**src/rtl/calc_pkg.sv**
```systemverilog
// calc_pkg: shared types and constants for the calculator front end.
//   - calc_state_t : sequencer states
//   - OPC_*        : ALU operation codes (compared after sizing to OP_W)
//   - DISP_*/LEDS_*: display-select and progress-LED codes per state
//   - calc_flags_t : latched ALU flag bundle
package calc_pkg;

  typedef enum logic [2:0] {
    IDLE   = 3'd0,
    LOAD_A = 3'd1,
    LOAD_B = 3'd2,
    RESULT = 3'd3,
    CHAIN  = 3'd4
  } calc_state_t;

  localparam int OPC_ADD   = 0;
  localparam int OPC_SUB   = 1;
  localparam int OPC_AND   = 2;
  localparam int OPC_OR    = 3;
  localparam int OPC_XOR   = 4;
  localparam int OPC_NOT_A = 5;
  localparam int OPC_SHL   = 6;
  localparam int OPC_SHR   = 7;

  localparam logic [2:0] DISP_IDLE   = 3'b100;
  localparam logic [2:0] DISP_LOAD_A = 3'b001;
  localparam logic [2:0] DISP_LOAD_B = 3'b010;
  localparam logic [2:0] DISP_RESULT = 3'b011;
  localparam logic [2:0] DISP_CHAIN  = 3'b101;

  localparam logic [3:0] LEDS_IDLE   = 4'b0001;
  localparam logic [3:0] LEDS_LOAD_A = 4'b0011;
  localparam logic [3:0] LEDS_LOAD_B = 4'b0111;
  localparam logic [3:0] LEDS_RESULT = 4'b1111;
  localparam logic [3:0] LEDS_CHAIN  = 4'b0011;

  typedef struct packed {
    logic zero;
    logic carry;
    logic ovf;
  } calc_flags_t;

endpackage

```
**src/rtl/alu_core.sv**
```systemverilog
// alu_core: combinational ALU for the calculator.
//   a, b     : WIDTH-bit operands
//   op       : OP_W-bit operation code (OPC_* in calc_pkg)
//   result   : WIDTH-bit result, modulo 2^WIDTH
//   zero     : result == 0
//   carry    : ADD carry-out / SUB no-borrow, 0 otherwise
//   overflow : signed two's-complement overflow for ADD/SUB, 0 otherwise
// Shifts move by one bit position. Undefined opcodes give result 0.
module alu_core
  import calc_pkg::*;
#(
  parameter int WIDTH = 8,
  parameter int OP_W  = 4
) (
  input  logic [WIDTH-1:0] a,
  input  logic [WIDTH-1:0] b,
  input  logic [OP_W-1:0]  op,
  output logic [WIDTH-1:0] result,
  output logic             zero,
  output logic             carry,
  output logic             overflow
);

  localparam int MSB = WIDTH - 1;

  logic [WIDTH:0] sum;

  always_comb begin
    result   = '0;
    carry    = 1'b0;
    overflow = 1'b0;
    sum      = '0;
    case (op)
      OP_W'(OPC_ADD): begin
        sum      = {1'b0, a} + {1'b0, b};
        result   = sum[MSB:0];
        carry    = sum[WIDTH];
        overflow = (a[MSB] == b[MSB]) && (result[MSB] != a[MSB]);
      end
      OP_W'(OPC_SUB): begin
        // Extra top bit of the widened difference is the borrow.
        sum      = {1'b0, a} - {1'b0, b};
        result   = sum[MSB:0];
        carry    = ~sum[WIDTH];
        overflow = (a[MSB] != b[MSB]) && (result[MSB] != a[MSB]);
      end
      OP_W'(OPC_AND):   result = a & b;
      OP_W'(OPC_OR):    result = a | b;
      OP_W'(OPC_XOR):   result = a ^ b;
      OP_W'(OPC_NOT_A): result = ~a;
      OP_W'(OPC_SHL):   result = {a[MSB-1:0], 1'b0};
      OP_W'(OPC_SHR):   result = {1'b0, a[MSB:1]};
      default:          result = '0;
    endcase
  end

  assign zero = (result == '0);

endmodule

```
**src/rtl/calc_sequencer.sv**
```systemverilog
// calc_sequencer: operand-entry sequencer for the switch/button calculator.
//   clock       : system clock, rising edge
//   reset_n     : asynchronous active-low reset
//   switches    : operand in [WIDTH-1:0], opcode in [WIDTH+OP_W-1:WIDTH]
//   enter/clear : level buttons, active-high
//   value_out   : displayed value
//   display_sel : display mode code (DISP_*)
//   leds        : progress LEDs (LEDS_*)
//   zero/carry_out/overflow : ALU flags latched while in RESULT
// Build option CALC_INPUT_SYNC_EN: when defined, enter and clear pass
// through 2-flop synchronizers before use (+2 cycles latency).
module calc_sequencer
  import calc_pkg::*;
#(
  parameter int WIDTH = 8,
  parameter int OP_W  = 4
) (
  input  logic                  clock,
  input  logic                  reset_n,
  input  logic [WIDTH+OP_W-1:0] switches,
  input  logic                  enter,
  input  logic                  clear,
  output logic [WIDTH-1:0]      value_out,
  output logic [2:0]            display_sel,
  output logic [3:0]            leds,
  output logic                  zero,
  output logic                  carry_out,
  output logic                  overflow
);

  logic enter_s, clear_s;

`ifdef CALC_INPUT_SYNC_EN
  logic [1:0] enter_sync_q, clear_sync_q;

  always_ff @(posedge clock or negedge reset_n) begin
    if (!reset_n) begin
      enter_sync_q <= '0;
      clear_sync_q <= '0;
    end else begin
      enter_sync_q <= {enter_sync_q[0], enter};
      clear_sync_q <= {clear_sync_q[0], clear};
    end
  end

  assign enter_s = enter_sync_q[1];
  assign clear_s = clear_sync_q[1];
`else
  assign enter_s = enter;
  assign clear_s = clear;
`endif

  calc_state_t      state_q, state_d;
  logic [WIDTH-1:0] a_q, a_d, b_q, b_d, result_q, result_d;
  logic [OP_W-1:0]  op_q, op_d;
  calc_flags_t      flags_q, flags_d;
  logic             enter_q;
  logic             press;

  logic [WIDTH-1:0] alu_result;
  logic             alu_zero, alu_carry, alu_ovf;

  alu_core #(.WIDTH(WIDTH), .OP_W(OP_W)) u_alu (
    .a        (a_q),
    .b        (b_q),
    .op       (op_q),
    .result   (alu_result),
    .zero     (alu_zero),
    .carry    (alu_carry),
    .overflow (alu_ovf)
  );

  // One press per rising edge of enter, however long it is held.
  assign press = enter_s & ~enter_q;

  always_ff @(posedge clock or negedge reset_n) begin
    if (!reset_n) begin
      state_q  <= IDLE;
      a_q      <= '0;
      b_q      <= '0;
      op_q     <= '0;
      result_q <= '0;
      flags_q  <= '0;
      enter_q  <= 1'b0;
    end else begin
      state_q  <= state_d;
      a_q      <= a_d;
      b_q      <= b_d;
      op_q     <= op_d;
      result_q <= result_d;
      flags_q  <= flags_d;
      enter_q  <= enter_s;
    end
  end

  always_comb begin
    state_d  = state_q;
    a_d      = a_q;
    b_d      = b_q;
    op_d     = op_q;
    result_d = result_q;
    flags_d  = flags_q;
    if (clear_s) begin
      state_d  = IDLE;
      a_d      = '0;
      b_d      = '0;
      op_d     = '0;
      result_d = '0;
      flags_d  = '0;
    end else begin
      case (state_q)
        IDLE: if (press) begin
          a_d     = switches[WIDTH-1:0];
          state_d = LOAD_A;
        end
        LOAD_A: if (press) begin
          b_d     = switches[WIDTH-1:0];
          state_d = LOAD_B;
        end
        LOAD_B: if (press) begin
          op_d    = switches[WIDTH+OP_W-1:WIDTH];
          state_d = RESULT;
        end
        RESULT: begin
          result_d = alu_result;
          flags_d  = '{zero: alu_zero, carry: alu_carry, ovf: alu_ovf};
          // Chain from the live ALU output so a press on the first
          // RESULT cycle never picks up a stale result_q.
          if (press) begin
            a_d     = alu_result;
            state_d = CHAIN;
          end
        end
        CHAIN: if (press) begin
          b_d     = switches[WIDTH-1:0];
          state_d = LOAD_B;
        end
        default: begin
          state_d  = IDLE;
          a_d      = '0;
          b_d      = '0;
          op_d     = '0;
          result_d = '0;
          flags_d  = '0;
        end
      endcase
    end
  end

  always_comb begin
    value_out   = '0;
    display_sel = DISP_IDLE;
    leds        = LEDS_IDLE;
    case (state_q)
      LOAD_A: begin value_out = a_q;      display_sel = DISP_LOAD_A; leds = LEDS_LOAD_A; end
      LOAD_B: begin value_out = b_q;      display_sel = DISP_LOAD_B; leds = LEDS_LOAD_B; end
      RESULT: begin value_out = result_q; display_sel = DISP_RESULT; leds = LEDS_RESULT; end
      CHAIN:  begin value_out = a_q;      display_sel = DISP_CHAIN;  leds = LEDS_CHAIN;  end
      default: ;
    endcase
  end

  assign zero      = flags_q.zero;
  assign carry_out = flags_q.carry;
  assign overflow  = flags_q.ovf;

endmodule

```
**config.mk**
```make
export PLATFORM = sky130hd
export DESIGN_NAME = calc_sequencer
export DESIGN_NICKNAME = d
export VERILOG_FILES = /design/src/rtl/calc_pkg.sv /design/src/rtl/alu_core.sv /design/src/rtl/calc_sequencer.sv
export SDC_FILE = /design/constraint.sdc
export NUM_CORES = 1
export LEC_CHECK = 0
export ABC_CLOCK_PERIOD_IN_PS = 6400
export CAP_MARGIN = 20
export CORE_MARGIN = 2
export CORE_UTILIZATION = 40
export DETAILED_ROUTE_END_ITERATION = 16
export PLACE_DENSITY = 0.71
export SYNTH_ARGS = -nofsm -noshare
export SYNTH_HDL_FRONTEND = slang
export SYNTH_SLANG_ARGS = --single-unit
```
**constraint.sdc**
```tcl
create_clock -name clock -period 6.4 [get_ports clock]
set_input_delay 1.92 -clock clock [delete_from_list [all_inputs] [get_ports clock]]
set_output_delay 1.92 -clock clock [all_outputs]
set_load 0.05 [all_outputs]
```
# Yosys cells after proc, flatten, opt, wreduce, memory -nomap -nowiden
# Index checks and enable logic that the tools add are counted.
# Widths: inputs -> output; s select.
classes:
  n_addsub: 2
  bitwise: 7
  reduce_logical: 14
  mux: 25
  n_eq_ne: 23
ops:
  columns: ["op", "count"]
  rows:
  - ["$pmux 8 s8", 1]
  - ["$pmux 8 s3", 2]
  - ["$mux 8", 5]
  - ["$pmux 8 s2", 2]
  - ["$pmux 3 s4", 2]
  - ["$mux 3", 6]
  - ["$eq 4x3->1 const B", 4]
  - ["$pmux 4 s3", 1]
  - ["$add 8x8->9", 1]
  - ["$ne 3x3->1 const B", 3]
  - ["$sub 8x8->9", 1]
  - ["$and 8x8->8", 1]
  - ["$eq 4x2->1 const B", 2]
  - ["$logic_not 8->1", 1]
  - ["$mux 4", 2]
  - ["$ne 2x1->1 const B", 4]
  - ["$not 8->8", 1]
  - ["$or 8x8->8", 1]
  - ["$pmux 4 s2", 1]
  - ["$reduce_or 4->1", 2]
  - ["$xor 8x8->8", 1]
  - ["$eq 3x2->1 const B", 2]
  - ["$pmux 3 s2", 1]
  - ["$reduce_or 3->1", 2]
  - ["16 further kinds", 22]
word_totals:
  regBits: 35
  wordCells: 80

# Depth between registers and ports, before layout
logic_depth:
  word_depth: 6
  ltp_mapped: 11

# Modules after synthesis
# From an unflattened synthesis, not the netlist that was laid out.
unflattened:
  cells_unflattened: 337
  hier_area_um2: 3245.6
by_module_without_submodules:
  columns: ["mod", "cells_each", "area_each_um2", "n_inst"]
  rows:
  - ["calc_sequencer", 165, 1871.8, 1]
  - ["alu_core", 172, 1373.8, 1]

# Worst setup path before layout
# Ideal clock, no wire load.
synth_path:
  path_type: "flip-flop to output port"
  start: "register state_q[1]"
  end: "output port value_out[0]"
  slack_ps: 2109
  required_time_ps: 4480
  arrival_ps: 2371
  path_stages_with_launch: 7
  n_path_buf: 2
  path_cell_list: "dfrtp_1 clkbuf_1 buf_1 mux2i_1 nor2_1 a21oi_1 o21ai_0"
synth_between:
  elab_chain_cells: 3
  elab_cells_between_ends: 6
  classes_between: "eq/ne (4); mux (1); reduce/logical (1)"
synth_lines:
  columns: ["item", "line_no", "text"]
  rows:
  - ["from (decl)", "calc_sequencer.sv:53", "calc_state_t state_q, state_d;"]
  - ["from (signal assigned)", "calc_sequencer.sv:86", "state_q <= state_d;"]
  - ["$eq 3x3->1 or $eq 3x1->1 (tied branches)", "calc_sequencer.sv:154", "case (state_q)"]
  - ["$reduce_or 2->1 (no source line)", null, null]
  - ["$pmux 8 s3 *", "calc_sequencer.sv:154", null]
  - ["to (decl)", "calc_sequencer.sv:23", "output logic [WIDTH-1:0] value_out,"]
# Mark *: on every way between the ends. The rest lies on a longest branch, timed or not.

# Final worst setup path
layout_path:
  start: "register state_q[2]"
  end: "output port value_out[1]"
# Same word-level chain as after synthesis.

==> results.py <==
metrics = {
    "cts": {
        "postCtsSetupBuffers": 0,
        "cts_hold_buf": 0,
        "cts_buffers": 5,
        "clk_pin_slew_ps": 70,
        "cts_tree": "done",
        "cts-htree-levels": 2,
        "cts_sinks": 35,
        "cts-root-buf": "clkbuf_8",
        "cts_resized": 0,
        "clock_latency_ps": 290,
        "cts_buffer_depth": 2,
    },
    "route": {
        "drtIter0Drc": 263,
        "antenna_left": 0,
        "drtPass1Iterations": 6,
        "vias_per_cell": 5.92,
        "finalWirelength_mm": 8.99,
        "vias": 3140,
        "drc": 0,
        "wl_per_cell_um": 17.0,
    },
    "job": {
        "drv_cap": 0,
    },
    "worst_setup_path": {
        "start_kind": "flip-flop",
        "crit_path_max_fanout": 20,
        "cp.required_ps": 4480,
        "crit_arrival_ps": 3040,
        "crit_type": "flip-flop to primary output",
        "critPathCaptureType": "primary output",
    },
    "synthesis": {
        "netlist_area_um2": 3160,
        "synth_edf_count": 0,
        "ys_seq_elements": 35,
        "synth_top_family_by_area": "compound AO/OA/AOI/OAI gates",
        "async_reset_ff_share_pct": 100,
        "synth.distinct_cells": 59,
        "synth.top_cell.area_share_pct": 27.7,
        "synth_fa_ha_area_share_pct": 11.1,
        "syn_inst": 411,
        "post_synth_and_or_nand_nor_area_fraction_pct": 18.4,
        "syn_avg_cell_area_um2": 7.68,
        "synth_area_leaders": "dfrtp_1, ha_1, nand2_1, o21ai_0, a21oi_1",
        "syn_nets": 453,
        "synth-compound-area-share_pct": 30.1,
        "muxShareOfSynthArea_pct": 4.24,
        "synth_xor_area_share_pct": 1.39,
        "synth_ff_type": "dfrtp_1",
        "ys_seq_area_share_pct": 27.7,
        "ys_warn_count": 0,
        "synth_largest_area_cell": "dfrtp_1",
    },
    "floorplan": {
        "dieArea_um2": 8620,
        "row_count": 32,
        "initial_core_util_pct": 41.1,
        "core_um2": 7690,
        "io_pins": 34,
        "fp.dieW_um": 92.9,
        "die_h_um": 92.9,
    },
    "sta": {
        "whs_ps": 490,
        "max-slew-margin-rel_pct": 26.2,
        "rsz0062_at_grt": "no",
        "max_slew.worst_pin.slew_ps": 1100,
        "final_hold_viol_count": 0,
        "max_freq_ghz": 0.201,
        "fin_skew_ps": 7.40,
        "timing.final.ws_setup_ps": 1440,
        "post-route-min-period_ps": 4960,
        "setup_violations": 0,
        "drv_slew": 0,
        "post-route-period-util_pct": 77.6,
        "fin_setup_tns_ps": 0,
    },
    "layout": {
        "nets": 470,
        "fin_util_pct": 47.0,
        "diodes": 0,
        "areaGrowthSynthToFinish_pct": 14.3,
        "final_cells": 530,
        "drive_above_1_share_pct": 4.91,
    },
    "global_route": {
        "grt_max_degree": 36,
        "grt_pass1_wl_mm": 14.8,
        "track_usage_pct": 21.3,
        "grt_pass1_vias": 2948,
        "antenna_found_initial": 0,
        "overflow": 0,
    },
    "min_path": {
        "min_path_type": "flip-flop to flip-flop",
    },
    "placed_design": {
        "dp_cells": 521,
        "dpl.hpwl_mm": 6.56,
        "gp_congestion": 0.922,
        "place_ws_ps": 1760,
        "io_buffers": 32,
    },
    "pwr": {
        "max-vdd-ir-drop_mv": 0.141,
        "p_leak_uw": 0.00144,
        "power.density_nw_per_um2": 169,
    },
    "run_status": {
        "status": "finished clean",
    },
}
-- routing by layer --
metal / part of all wire, % / vias to the layer above / track usage (%)
met5: 0 / - / 0
met4: 2.1 / 0 / 6.86
met3: 5.1 / 18 / 2.28
met2: 48 / 121 / 35.7
met1: 44 / 1496 / 28.6
li1: - / 1505 / -
-- cell families (layout without fill, tap and decap cells) --
kind of cell               after synthesis  in the layout
AOI/OAI and AO/OA                      143            143
xor gates and xnor gates                 5              5
adders and majority gates               27             27
buffers and inverters                   55             72
DFF                                     35             35
muxes                                   12             12
other                                    1              1
and+or+nand+nor                        133            133
-- state kept, by name, indices dropped and copies added (netlist names) --
signal and flops:
result_q 8, op_q 4, carry_out 1, overflow 1, state_q 3, b_q 8
a_q 8, zero 1, enter_q 1
-- placed cells by master, fill, tap and decap left out, types with 5 or more instances in the layout --
cell,Yosys,final
a21oi_1,30,30
nor2_1,40,40
a22oi_1,6,6
o21ai_0,38,38
dfrtp_1,35,35
nor3_1,10,10
nand2b_1,7,7
nor2b_1,5,5
a22o_1,7,7
a211oi_1,8,8
a221oi_1,5,5
clkbuf_8,0,6
o211ai_1,6,6
inv_1,26,26
nand2_1,53,53
clkdlybuf4s50_1,0,32
ha_1,24,24
mux2i_1,10,10
nand3_1,7,7
-- cells in the mapped netlist (2+ instances only) --
cell type / count
a21o_1: 3
or2_2: 3
a211o_1: 2
mux2i_1: 10
a221o_1: 2
nor2_1: 40
inv_2: 2
clkbuf_1: 18
nand3_1: 7
o221ai_1: 3
inv_1: 26
nor3_1: 10
a21oi_1: 30
nor4_1: 3
o31a_1: 2
nand2b_1: 7
a22oi_1: 6
a211oi_1: 8
o21bai_1: 4
o22ai_1: 4
a32oi_1: 3
nor2b_1: 5
a22o_1: 7
o211ai_1: 6
a221oi_1: 5
fa_1: 2
o31ai_1: 4
ha_1: 24
dfrtp_1: 35
buf_2: 5
a31oi_1: 3
xnor2_1: 4
nand2_1: 53
o21ai_0: 38
buf_4: 2
o21a_1: 2
-- final cells by class --
cell class | count | area, um2
Tap cell | 102 | 128
Fill cell | 789 | 4080
Clock inverter | 1 | 5.00
Clock buffer | 6 | 82.6
Inverter | 29 | 109
Multi-Input combinational cell | 321 | 2060
Timing Repair Buffer | 36 | 348
Sequential cell | 35 | 876
-- metrics by stage --
step / power [uW] / cell area [um2]
6_report: 609 / 3610
5_1_grt: 639 / 3610
4_1_cts: 608 / 3600
3_5_place_dp: 446 / 3510
3_3_place_gp: 442 / 3510
2_1_floorplan: 385 / 3160
-- where the power goes --
group          internal [uW]  switching [uW]
Clock                   84.4            78.5
Combinational           74.5             120
Sequential               229            23.2
-- worst max-delay path: stages (launching register included) --
cell,delay (ps)
dfrtp_1,720
inv_1,140
nor3_1,790
nand2_1,110
o21ai_0,140
clkdlybuf4s50_1,850
-- final timing paths --
path                                   startpoint                 end  slack, ps  cells past startpoint
setup / recovery           state_q[2]$_DFFE_PN0P_        value_out[1]       1440                      5
max in group asynchronous                 reset_n  b_q[0]$_DFFE_PN0P_       4040                      2
hold reg to reg                  zero$_DFFE_PN0P_    zero$_DFFE_PN0P_        490                      2
hold / removal                   zero$_DFFE_PN0P_    zero$_DFFE_PN0P_        490                      2
min in group asynchronous                 reset_n  b_q[5]$_DFFE_PN0P_       2040                      2
setup reg to reg           state_q[1]$_DFFE_PN0P_    zero$_DFFE_PN0P_       3350                      6
(Power assumes the default switching activity.)
